==> src/rtl/cpu_pkg.sv <==
// ---------------------------------------------------------------------------
// cpu_pkg
//   Shared definitions for the accumulator CPU: the sequence controller and
//   the accumulator datapath both import this package so that opcode values
//   and phase width are defined in exactly one place.
//
//   Contents:
//     PHASE_W   width of the 8-step instruction phase counter
//     OPCODE_W  width of the opcode field at the top of each instruction
//     opcode_t  opcode field type
//     HLT..JMP  opcode values
//     is_alu_op helper: opcodes whose result is written into AC
// ---------------------------------------------------------------------------
package cpu_pkg;

    localparam int PHASE_W  = 3;
    localparam int OPCODE_W = 3;

    typedef logic [OPCODE_W-1:0] opcode_t;

    localparam opcode_t HLT = 3'b000;
    localparam opcode_t SKZ = 3'b001;
    localparam opcode_t ADD = 3'b010;
    localparam opcode_t AND = 3'b011;
    localparam opcode_t XOR = 3'b100;
    localparam opcode_t LDA = 3'b101;
    localparam opcode_t STO = 3'b110;
    localparam opcode_t JMP = 3'b111;

    // True for the four opcodes that read an operand and load AC.
    function automatic logic is_alu_op(input opcode_t op);
        return (op == ADD) || (op == AND) || (op == XOR) || (op == LDA);
    endfunction

endpackage : cpu_pkg

==> src/rtl/accumulator_alu.sv <==
// ---------------------------------------------------------------------------
// accumulator_alu
//   Purely combinational ALU for the accumulator datapath. The operation is
//   selected by the opcode currently held in IR; the second operand is the
//   word read from memory at the instruction's operand address.
//
//   Parameters:
//     DATA_W   accumulator / memory word width
//   Ports:
//     opcode   in   OPCODE_W  opcode field of IR
//     ac       in   DATA_W    current accumulator value
//     d        in   DATA_W    memory read data
//     alu_out  out  DATA_W    value AC will take if loaded this cycle
// ---------------------------------------------------------------------------
module accumulator_alu
    import cpu_pkg::*;
#(
    parameter int DATA_W = 8
) (
    input  opcode_t           opcode,
    input  logic [DATA_W-1:0] ac,
    input  logic [DATA_W-1:0] d,
    output logic [DATA_W-1:0] alu_out
);

    always_comb begin
        // NOTE: assigning a default before the case gives every path a value,
        // so no latch is inferred for opcodes that leave AC unchanged.
        alu_out = ac;
        case (opcode)
            ADD:     alu_out = ac + d;   // carry out is intentionally dropped
            AND:     alu_out = ac & d;
            XOR:     alu_out = ac ^ d;
            LDA:     alu_out = d;
            default: alu_out = ac;       // HLT, SKZ, STO, JMP keep AC
        endcase
    end

endmodule : accumulator_alu

==> src/rtl/accumulator_datapath.sv <==
// ---------------------------------------------------------------------------
// accumulator_datapath
//   Register and steering half of the accumulator CPU. It obeys the strobes
//   issued by the sequence controller, holds PC, IR and AC, computes the ALU
//   result, and returns opcode and zero to the controller. The external
//   program/data memory is read asynchronously from mem_addr.
//
//   A local 3-bit phase counter mirrors the controller's 8-step instruction
//   cycle. It is used only to choose the memory address: PC during the fetch
//   half (phases 0-3), IR operand during the execute half (phases 4-7).
//
//   Parameters:
//     DATA_W  memory word / AC width; instruction = {opcode[2:0], operand}
//     ADDR_W  PC / operand width; must not exceed DATA_W-3
//
//   Ports:
//     clk          in   1       rising-edge clock
//     reset        in   1       asynchronous, active-low
//     mem_rd       in   1       controller read strobe (forwarded as mem_re)
//     load_ir      in   1       capture mem_rdata into IR
//     halt         in   1       controller halt request
//     inc_pc       in   1       PC increment
//     load_ac      in   1       AC load from ALU (first cycle of pulse only)
//     load_pc      in   1       PC <= IR operand (wins over inc_pc)
//     mem_rw       in   1       controller write strobe
//     mem_rdata    in   DATA_W  memory read data
//     mem_addr     out  ADDR_W  PC in phases 0-3, IR operand in phases 4-7
//     mem_wdata    out  DATA_W  accumulator value
//     mem_we       out  1       mem_rw gated by halted
//     mem_re       out  1       mem_rd gated by halted
//     opcode       out  3       IR opcode field
//     zero         out  1       AC == 0
//     instr_count  out  16      (INSTR_COUNT_EN only) instructions fetched
//     halted       out  1       sticky halt status, cleared only by reset
//
//   Build option:
//     INSTR_COUNT_EN  when defined, adds the instr_count output and counter.
// ---------------------------------------------------------------------------
module accumulator_datapath
    import cpu_pkg::*;
#(
    parameter int DATA_W = 8,
    parameter int ADDR_W = 5
) (
    input  logic              clk,
    input  logic              reset,
    input  logic              mem_rd,
    input  logic              load_ir,
    input  logic              halt,
    input  logic              inc_pc,
    input  logic              load_ac,
    input  logic              load_pc,
    input  logic              mem_rw,
    input  logic [DATA_W-1:0] mem_rdata,
    output logic [ADDR_W-1:0] mem_addr,
    output logic [DATA_W-1:0] mem_wdata,
    output logic              mem_we,
    output logic              mem_re,
    output logic [2:0]        opcode,
    output logic              zero,
`ifdef INSTR_COUNT_EN
    output logic [15:0]       instr_count,
`endif
    output logic              halted
);

    // -----------------------------------------------------------------------
    // State
    // -----------------------------------------------------------------------
    logic [ADDR_W-1:0]  pc;
    logic [DATA_W-1:0]  ir;
    logic [DATA_W-1:0]  ac;
    logic [PHASE_W-1:0] phase;
    logic               load_ac_q;

    // -----------------------------------------------------------------------
    // Decoded IR fields and ALU
    // -----------------------------------------------------------------------
    opcode_t           ir_opcode;
    logic [ADDR_W-1:0] ir_operand;
    logic [DATA_W-1:0] alu_out;
    logic              ac_load_en;

    assign ir_opcode  = ir[DATA_W-1 -: OPCODE_W];
    assign ir_operand = ir[ADDR_W-1:0];

    accumulator_alu #(
        .DATA_W (DATA_W)
    ) u_alu (
        .opcode  (ir_opcode),
        .ac      (ac),
        .d       (mem_rdata),
        .alu_out (alu_out)
    );

    // The controller holds load_ac across ALU_OP and STORE. Loading on both
    // cycles would apply ADD twice, so only the rising edge of the strobe
    // commits the ALU result.
    assign ac_load_en = load_ac && !load_ac_q && !halted;

    // -----------------------------------------------------------------------
    // Sequential state
    // -----------------------------------------------------------------------
    // NOTE: every register here uses non-blocking assignment so that all
    // updates in a cycle see pre-edge values (e.g. the ALU uses the old
    // opcode when load_ir and load_ac coincide).
    always_ff @(posedge clk or negedge reset) begin
        if (!reset) begin
            halted    <= 1'b0;
            load_ac_q <= 1'b0;
        end else begin
            load_ac_q <= load_ac;
            if (halt) begin
                halted <= 1'b1;
            end
        end
    end

    // Phase mirrors the controller; it wraps 7 -> 0 and stops while halted.
    always_ff @(posedge clk or negedge reset) begin
        if (!reset) begin
            phase <= '0;
        end else if (!halted) begin
            phase <= phase + PHASE_W'(1);
        end
    end

    // The controller strobes load_ir on two consecutive phases; both
    // captures see the same memory word, so the second is harmless.
    always_ff @(posedge clk or negedge reset) begin
        if (!reset) begin
            ir <= '0;
        end else if (load_ir && !halted) begin
            ir <= mem_rdata;
        end
    end

    // load_pc beats inc_pc: in the JMP store phase both are high and the
    // jump target must not be incremented.
    always_ff @(posedge clk or negedge reset) begin
        if (!reset) begin
            pc <= '0;
        end else if (!halted) begin
            if (load_pc) begin
                pc <= ir_operand;
            end else if (inc_pc) begin
                pc <= pc + ADDR_W'(1);
            end
        end
    end

    always_ff @(posedge clk or negedge reset) begin
        if (!reset) begin
            ac <= '0;
        end else if (ac_load_en) begin
            ac <= alu_out;
        end
    end

`ifdef INSTR_COUNT_EN
    // Counts the first cycle of each load_ir pulse, i.e. one per fetch.
    logic load_ir_q;

    always_ff @(posedge clk or negedge reset) begin
        if (!reset) begin
            load_ir_q   <= 1'b0;
            instr_count <= '0;
        end else begin
            load_ir_q <= load_ir;
            if (load_ir && !load_ir_q && !halted) begin
                instr_count <= instr_count + 16'd1;
            end
        end
    end
`endif

    // -----------------------------------------------------------------------
    // Outputs
    // -----------------------------------------------------------------------
    // Phase MSB separates the fetch half (PC) from the execute half (operand).
    assign mem_addr  = phase[PHASE_W-1] ? ir_operand : pc;
    assign mem_wdata = ac;
    assign mem_we    = mem_rw && !halted;
    assign mem_re    = mem_rd && !halted;
    assign opcode    = ir_opcode;
    // Combinational so SKZ in ALU_OP sees AC from the previous instruction.
    assign zero      = (ac == '0);

endmodule : accumulator_datapath

==> config.mk <==
export PLATFORM = sky130hd
export DESIGN_NAME = accumulator_datapath
export DESIGN_NICKNAME = d
export VERILOG_FILES = /design/src/rtl/cpu_pkg.sv /design/src/rtl/accumulator_alu.sv /design/src/rtl/accumulator_datapath.sv
export SDC_FILE = /design/constraint.sdc
export NUM_CORES = 1
export LEC_CHECK = 0
export ABC_AREA = 1
export ABC_CLOCK_PERIOD_IN_PS = 3400
export CAP_MARGIN = 20
export CORE_AREA = 2 2 60 62
export DETAILED_ROUTE_END_ITERATION = 12
export DIE_AREA = 0 0 62 64
export PLACE_DENSITY = 0.83
export SLEW_MARGIN = 15
export SYNTH_ARGS = -nofsm -noshare
export SYNTH_HDL_FRONTEND = slang
export SYNTH_SLANG_ARGS = --single-unit
==> constraint.sdc <==
create_clock -name clk -period 3.4 [get_ports clk]
set_clock_uncertainty 0.05 [all_clocks]
set_input_delay 0.34 -clock clk [delete_from_list [all_inputs] [get_ports clk]]
set_output_delay 0.34 -clock clk [all_outputs]
set_load 0.01 [all_outputs]
==> reports/results.ini, run 1 <==
[sta]
fin_crit_ns=2.26
rsz0062_at_grt=false
setup_viol=0
finalCritPeriodShare=0.665
worst_pin_slew_ns=0.469
hold_viol_final=0
final.setup.tns_ns=0
clock.fmax_mhz=442
finalMaxSlewViolations=0
relSlewSlack=0.687

[routing]
ant_nets=0
vias_per_cell=5.29
drt_iter0_drc=126
drc_errors=0
wirelength_um=4240
drt_first_pass_iters=4
wire_per_inst_um=13.3
vias=1693

[floorplan]
die_h_um=64
dieWidth_um=62
die_area_um2=3970
start_util=0.542
rows=21
io-pin-count=37
core_area_um2=3280

[clock_network]
cts_tree=built
cts_resized=0
cts_buffer_depth=2
hold_buffers=0
cts.sinks=26
cts_max_level=1
cts_buffers=3
clock_latency_ns=0.33
root_buffer=clkbuf_4
clk_transition_reported_paths_ns=0.16
cts_setup_buffers=0

[place]
dp_hpwl_um=3100
place.gp.congestion=0.879
placed_area_um2=2160
dp_cells=316
numPortBuffers=36

[worst_setup_path]
rr_worst_depth=10
rrSetupSlack_ns=1.50
crit_start=mem_wdata[4]
r2r-end=mem_wdata[4]
endpoint=zero
arrival_ns=1.87
worstSetupPathType=flip-flop to output port
required_ns=3.01
critPathMaxFanout=4
r2r_start=mem_wdata[0]
crit_path_start_kind=flip-flop
crit_path_end_kind=output port

[power]
power.density_nw_per_um2=345
p_total_mw=0.765
leakagePower_nw=1.10
vdd_drop_max_mv=0.257

[layout]
stdcell_count=320
area_growth_pct=24.5
fillers=283
layout-drive-gt1-share=0.0839
final_net_count=303
n_antenna_cell=0
design_area_um2=2220

[global_route]
grt_usage=0.232
grt_max_degree=27
grt.overflow.total=0
antenna_found_initial=0
grt_pass1_vias=1594
grt_pass1_wl_um=7000

[yosys]
ys_warn_count=0
ys_seq_elements=26
syn_nets=268
ys_seq_area_frac=0.365
synth_cells=240
avgSynthCellArea_um2=7.42
yosysUniqueCellTypes=33
synth_area_um2=1780

[run]
maxCapViolations=0

[outcome]
status=finished clean

[worst_hold_path]
hold_path_class=input port to async pin

-- placed cells by master (no fill, tap or decap), types with 5 or more instances in the layout --
| cell | count |
|---|---|
| a21oi_1 | 18 |
| clkdlybuf4s50_1 | 36 |
| dfrtp_1 | 26 |
| ha_1 | 10 |
| inv_1 | 29 |
| nand2_1 | 58 |
| nand3_1 | 13 |
| nor2_1 | 23 |
| nor3_1 | 5 |
| o21ai_0 | 16 |
-- logic make-up after synthesis --
group,share of synthesized area
xor+xnor,0.0246
mux,0.0126
flops,0.365
compound gates,0.126
fa+ha+maj,0.0815
buf+inv,0.0949
simple gates,0.295
-- sequential cells by signal, indices dropped and copies added, names as in the netlist --
name	cells
pc	5
load_ac_q	1
phase	3
ir	8
mem_wdata	8
halted	1
-- critical path, stage by stage (launching register included) --
cell and delay, ns:
dfrtp_1 0.46, nor4_1 0.35, nand2_1 0.09, nor2_1 0.10, clkdlybuf4s50_1 0.54
-- synth_stat cells --
cell | n | share of area
nand2_2 | 3 | 0.011
nand3_2 | 1 | 0.0056
inv_4 | 1 | 0.0035
a22oi_1 | 2 | 0.0084
nor2_4 | 1 | 0.0063
nand2_1 | 58 | 0.12
nand3_1 | 13 | 0.037
dfrtp_1 | 26 | 0.37
nor2_1 | 23 | 0.048
nor3b_1 | 1 | 0.0042
inv_2 | 3 | 0.0063
o21ai_1 | 3 | 0.0084
nor3b_2 | 1 | 0.0070
xnor2_1 | 2 | 0.0098
buf_4 | 4 | 0.017
clkbuf_1 | 2 | 0.0042
nor4_1 | 1 | 0.0035
ha_1 | 10 | 0.070
nor3_1 | 5 | 0.014
nand2_4 | 1 | 0.0063
fa_1 | 1 | 0.011
xor2_1 | 3 | 0.015
a21oi_1 | 18 | 0.051
o21ai_0 | 16 | 0.045
mux2_2 | 2 | 0.013
o211ai_1 | 2 | 0.0084
buf_2 | 1 | 0.0028
nand3b_1 | 2 | 0.0084
nand2_8 | 1 | 0.011
o21ai_2 | 1 | 0.0049
nor2_2 | 1 | 0.0035
or2_2 | 2 | 0.0070
inv_1 | 29 | 0.061
-- how the worst min path moves through the flow --
stage / to / cells after the start / startpoint
after global routing: mem_wdata[7] / 2 / reset
final: ir[7] / 2 / reset
after CTS: mem_wdata[7] / 2 / reset
after global placement: phase[1] / 2 / phase[1]
after floorplan: halted / 0 / reset
after detailed placement: phase[0] / 1 / phase[0]
-- stage by stage --
stage	worst slack, ns	hold WS, ns	util
2_1_floorplan	1.74	-0.00559	-
3_3_place_gp	1.26	0.417	0.659
3_5_place_dp	1.16	0.422	0.659
4_1_cts	1.11	0.314	0.675
5_1_grt	1.09	0.333	0.675
6_report	1.14	0.308	0.675
-- layout make-up --
cell class	count	area [um^2]	area share
tap	46	57.6	0.0260
clock inverter	1	30.0	0.0136
timing repair buffer	37	368	0.166
multi-input combinational	174	961	0.434
inverter	33	126	0.0570
clock buffer	3	22.5	0.0102
sequential	26	651	0.294
-- routing by layer --
| layer | global-route usage | vias to the layer above | part of all wire |
|---|---|---|---|
| met3 | 0.0445 | 12 | 0.067 |
| met5 | 0 | - | 0 |
| li1 | - | 838 | - |
| met1 | 0.304 | 779 | 0.43 |
| met2 | 0.376 | 64 | 0.48 |
| met4 | 0.0718 | 0 | 0.024 |
-- where the power goes --
| part | internal, mW | switching, mW |
|---|---|---|
| clock | 0.119 | 0.101 |
| combinational | 0.0891 | 0.0999 |
| sequential | 0.332 | 0.0232 |
(Power assumes the default switching activity.)
==> run 2, diff against run 1 <==
--- a/config.mk
+++ b/config.mk
@@ -6,12 +6,12 @@
 export NUM_CORES = 1
 export LEC_CHECK = 0
 export ABC_AREA = 1
-export ABC_CLOCK_PERIOD_IN_PS = 3400
+export ABC_CLOCK_PERIOD_IN_PS = 2050
 export CAP_MARGIN = 20
-export CORE_AREA = 2 2 60 62
+export CORE_AREA = 2 2 66 68
 export DETAILED_ROUTE_END_ITERATION = 12
-export DIE_AREA = 0 0 62 64
-export PLACE_DENSITY = 0.83
+export DIE_AREA = 0 0 68 70
+export PLACE_DENSITY = 0.73
 export SLEW_MARGIN = 15
 export SYNTH_ARGS = -nofsm -noshare
 export SYNTH_HDL_FRONTEND = slang
==> constraint.sdc (replaced) <==
create_clock -name clk -period 2.05 [get_ports clk]
set_clock_uncertainty 0.05 [all_clocks]
set_input_delay 0.205 -clock clk [delete_from_list [all_inputs] [get_ports clk]]
set_output_delay 0.205 -clock clk [all_outputs]
set_load 0.01 [all_outputs]
==> reports/results.ini, run 2 (synthesis gave the netlist of run 1 again) <==
[outcome]
status=finished clean

[sta]
worst_pin_slew_ns=0.481  ; +0.0120 ns
finalCritPeriodShare=0.971
final.setup.tns_ns=0  ; unchanged
clock.fmax_mhz=502
fin_crit_ns=1.99
fin_ws_ns=0.0597  ; -1.08 ns
finalMaxSlewViolations=0  ; unchanged
rsz0062_at_grt=false
hold_viol_final=0  ; unchanged
setup_viol=0  ; unchanged
relSlewSlack=0.679  ; -0.00803

[worst_setup_path]
crit_path_start_kind=flip-flop
critPathMaxFanout=3  ; -1
worstSetupPathType=flip-flop to output port
required_ns=1.79  ; -1.22 ns
rrSetupSlack_ns=0.28  ; -1.22 ns
crit_path_end_kind=output port
arrival_ns=1.74  ; -0.13 ns

[global_route]
grt_pass1_wl_um=7060  ; +0.79%
grt.overflow.total=0  ; unchanged
grt_usage=0.188  ; -0.0434
grt_max_degree=27  ; unchanged
grt_pass1_vias=1540  ; -3.4%
antenna_found_initial=0  ; unchanged

[power]
vdd_drop_max_mv=0.283  ; +10%
leakagePower_nw=1.14  ; +3.5%
power.density_nw_per_um2=546  ; +58%

[floorplan]
die_area_um2=4760  ; +20%
core_area_um2=4140  ; +26%
rows=24  ; +14%
dieWidth_um=68  ; +9.7%
die_h_um=70  ; +9.4%
io-pin-count=37  ; unchanged
start_util=0.430  ; -0.112

[routing]
routed.top_layer=met4
wire_per_inst_um=12.3  ; -7.3%
routed-wl-met3_um=231  ; -19%
drc_errors=0  ; unchanged
wirelength_um=4090  ; -3.6%
vias_per_cell=4.93  ; -6.9%
met1Wirelength_um=1970  ; +7.8%
drt_first_pass_iters=4  ; unchanged
ant_nets=0  ; unchanged
drt_iter0_drc=108  ; -14%
wl_met2_um=1880  ; -7.5%
vias=1641  ; -3.1%

[layout]
final_common_cell=nand2_1
layout_common_cells=nand2_1, clkdlybuf4s50_1, inv_1
utilization=0.551  ; -0.123
area_growth_pct=28.3
fillers=412  ; +46%
n_antenna_cell=0  ; unchanged
final_net_count=310  ; +2.3%
stdcell_count=333  ; +4.1%
layout-drive-gt1-share=0.110  ; +0.0264

[place]
place.gp.congestion=0.877  ; -0.19%
dp_hpwl_um=3140  ; +1.2%
place_ws_ns=0.0516  ; -1.11 ns
dp_cells=328  ; +3.8%
numPortBuffers=36  ; unchanged

[clock_network]
clock_latency_ns=0.27  ; -0.06 ns
cts_max_level=1  ; unchanged
cts_tree=built
clk_transition_reported_paths_ns=0.10  ; -0.06 ns
cts.sinks=26  ; unchanged
hold_buffers=0  ; unchanged
cts_buffers=3  ; unchanged
cts_buffer_depth=2  ; unchanged
root_buffer=clkbuf_8

[worst_hold_path]
hold_path_class=input port to async pin

[run]
maxCapViolations=0  ; unchanged

run 2: changes by cell type in the layout (fill, tap and decap cells not counted), sizes merged:
cell	previous run	this run
buf	1	8
bufinv	1	0
clkbuf	3	4
run 2: path summary, 6_finish.rpt:
path,start,endpoint,cells past startpoint
worst max-delay path,mem_wdata[7],zero,4
worst min-delay path,reset,pc[2],2
worst max register to register,mem_wdata[0],mem_wdata[6],10
worst min register to register,phase[0],phase[0],1
max in group asynchronous,reset,load_ac_q,2
min in group clk,load_ac,load_ac_q,1
run 2: critical path, stage by stage (launching register included):
cell and delay (ns):
dfrtp_1 0.42, nor4_2 0.32, nand2_1 0.09, nor2_1 0.10
clkdlybuf4s50_1 0.54
run 2: repair_timing:
item | CTS | global route
buffers inserted | 0 | 1
setup endpoints to repair | 1 | 1
pin swaps | 0 | 1
gates resized for setup | 1 | 0
run 2: per-layer routing:
metal  GRT usage  up-vias
li1            -      854
met1       0.282      734
met2       0.285       51
met3      0.0306        2
met4      0.0400        0
met5           0        -
run 2: cell type report:
type | count | area (um^2) | share of cell area
Multi-Input combinational cell | 174 | 967 | 0.423
Sequential cell | 26 | 651 | 0.285
Timing Repair Buffer | 44 | 420 | 0.184
Inverter | 33 | 126 | 0.0553
Tap cell | 52 | 65.1 | 0.0285
Clock buffer | 4 | 55.1 | 0.0241
run 2: per-stage QoR:
step                      cell area, um^2  hold slack (ns)  power (mW)
after global placement               2220            0.418       0.908
after global routing                 2280            0.286        1.32
after floorplan                      1780           -0.141       0.779
after CTS                            2280            0.264        1.26
final                                2280            0.245        1.25
after detailed placement             2220            0.427       0.915
run 2: report_power, final:
| part | switching [mW] | total, mW | internal (mW) |
|---|---|---|---|
| combinational | 0.164 | 0.317 | 0.153 |
| clock | 0.169 | 0.341 | 0.172 |
| sequential | 0.0380 | 0.589 | 0.551 |
| total | 0.371 | 1.25 | 0.876 |
==> run 3, diff against run 2 <==
--- a/config.mk
+++ b/config.mk
@@ -11,6 +11,7 @@
 export CORE_AREA = 2 2 66 68
 export DETAILED_ROUTE_END_ITERATION = 12
 export DIE_AREA = 0 0 68 70
+export GPL_ROUTABILITY_DRIVEN = 0
 export PLACE_DENSITY = 0.73
 export SLEW_MARGIN = 15
 export SYNTH_ARGS = -nofsm -noshare
==> results of run 3 <==
The final DEF is identical to that of run 2; final timing and power are the same.
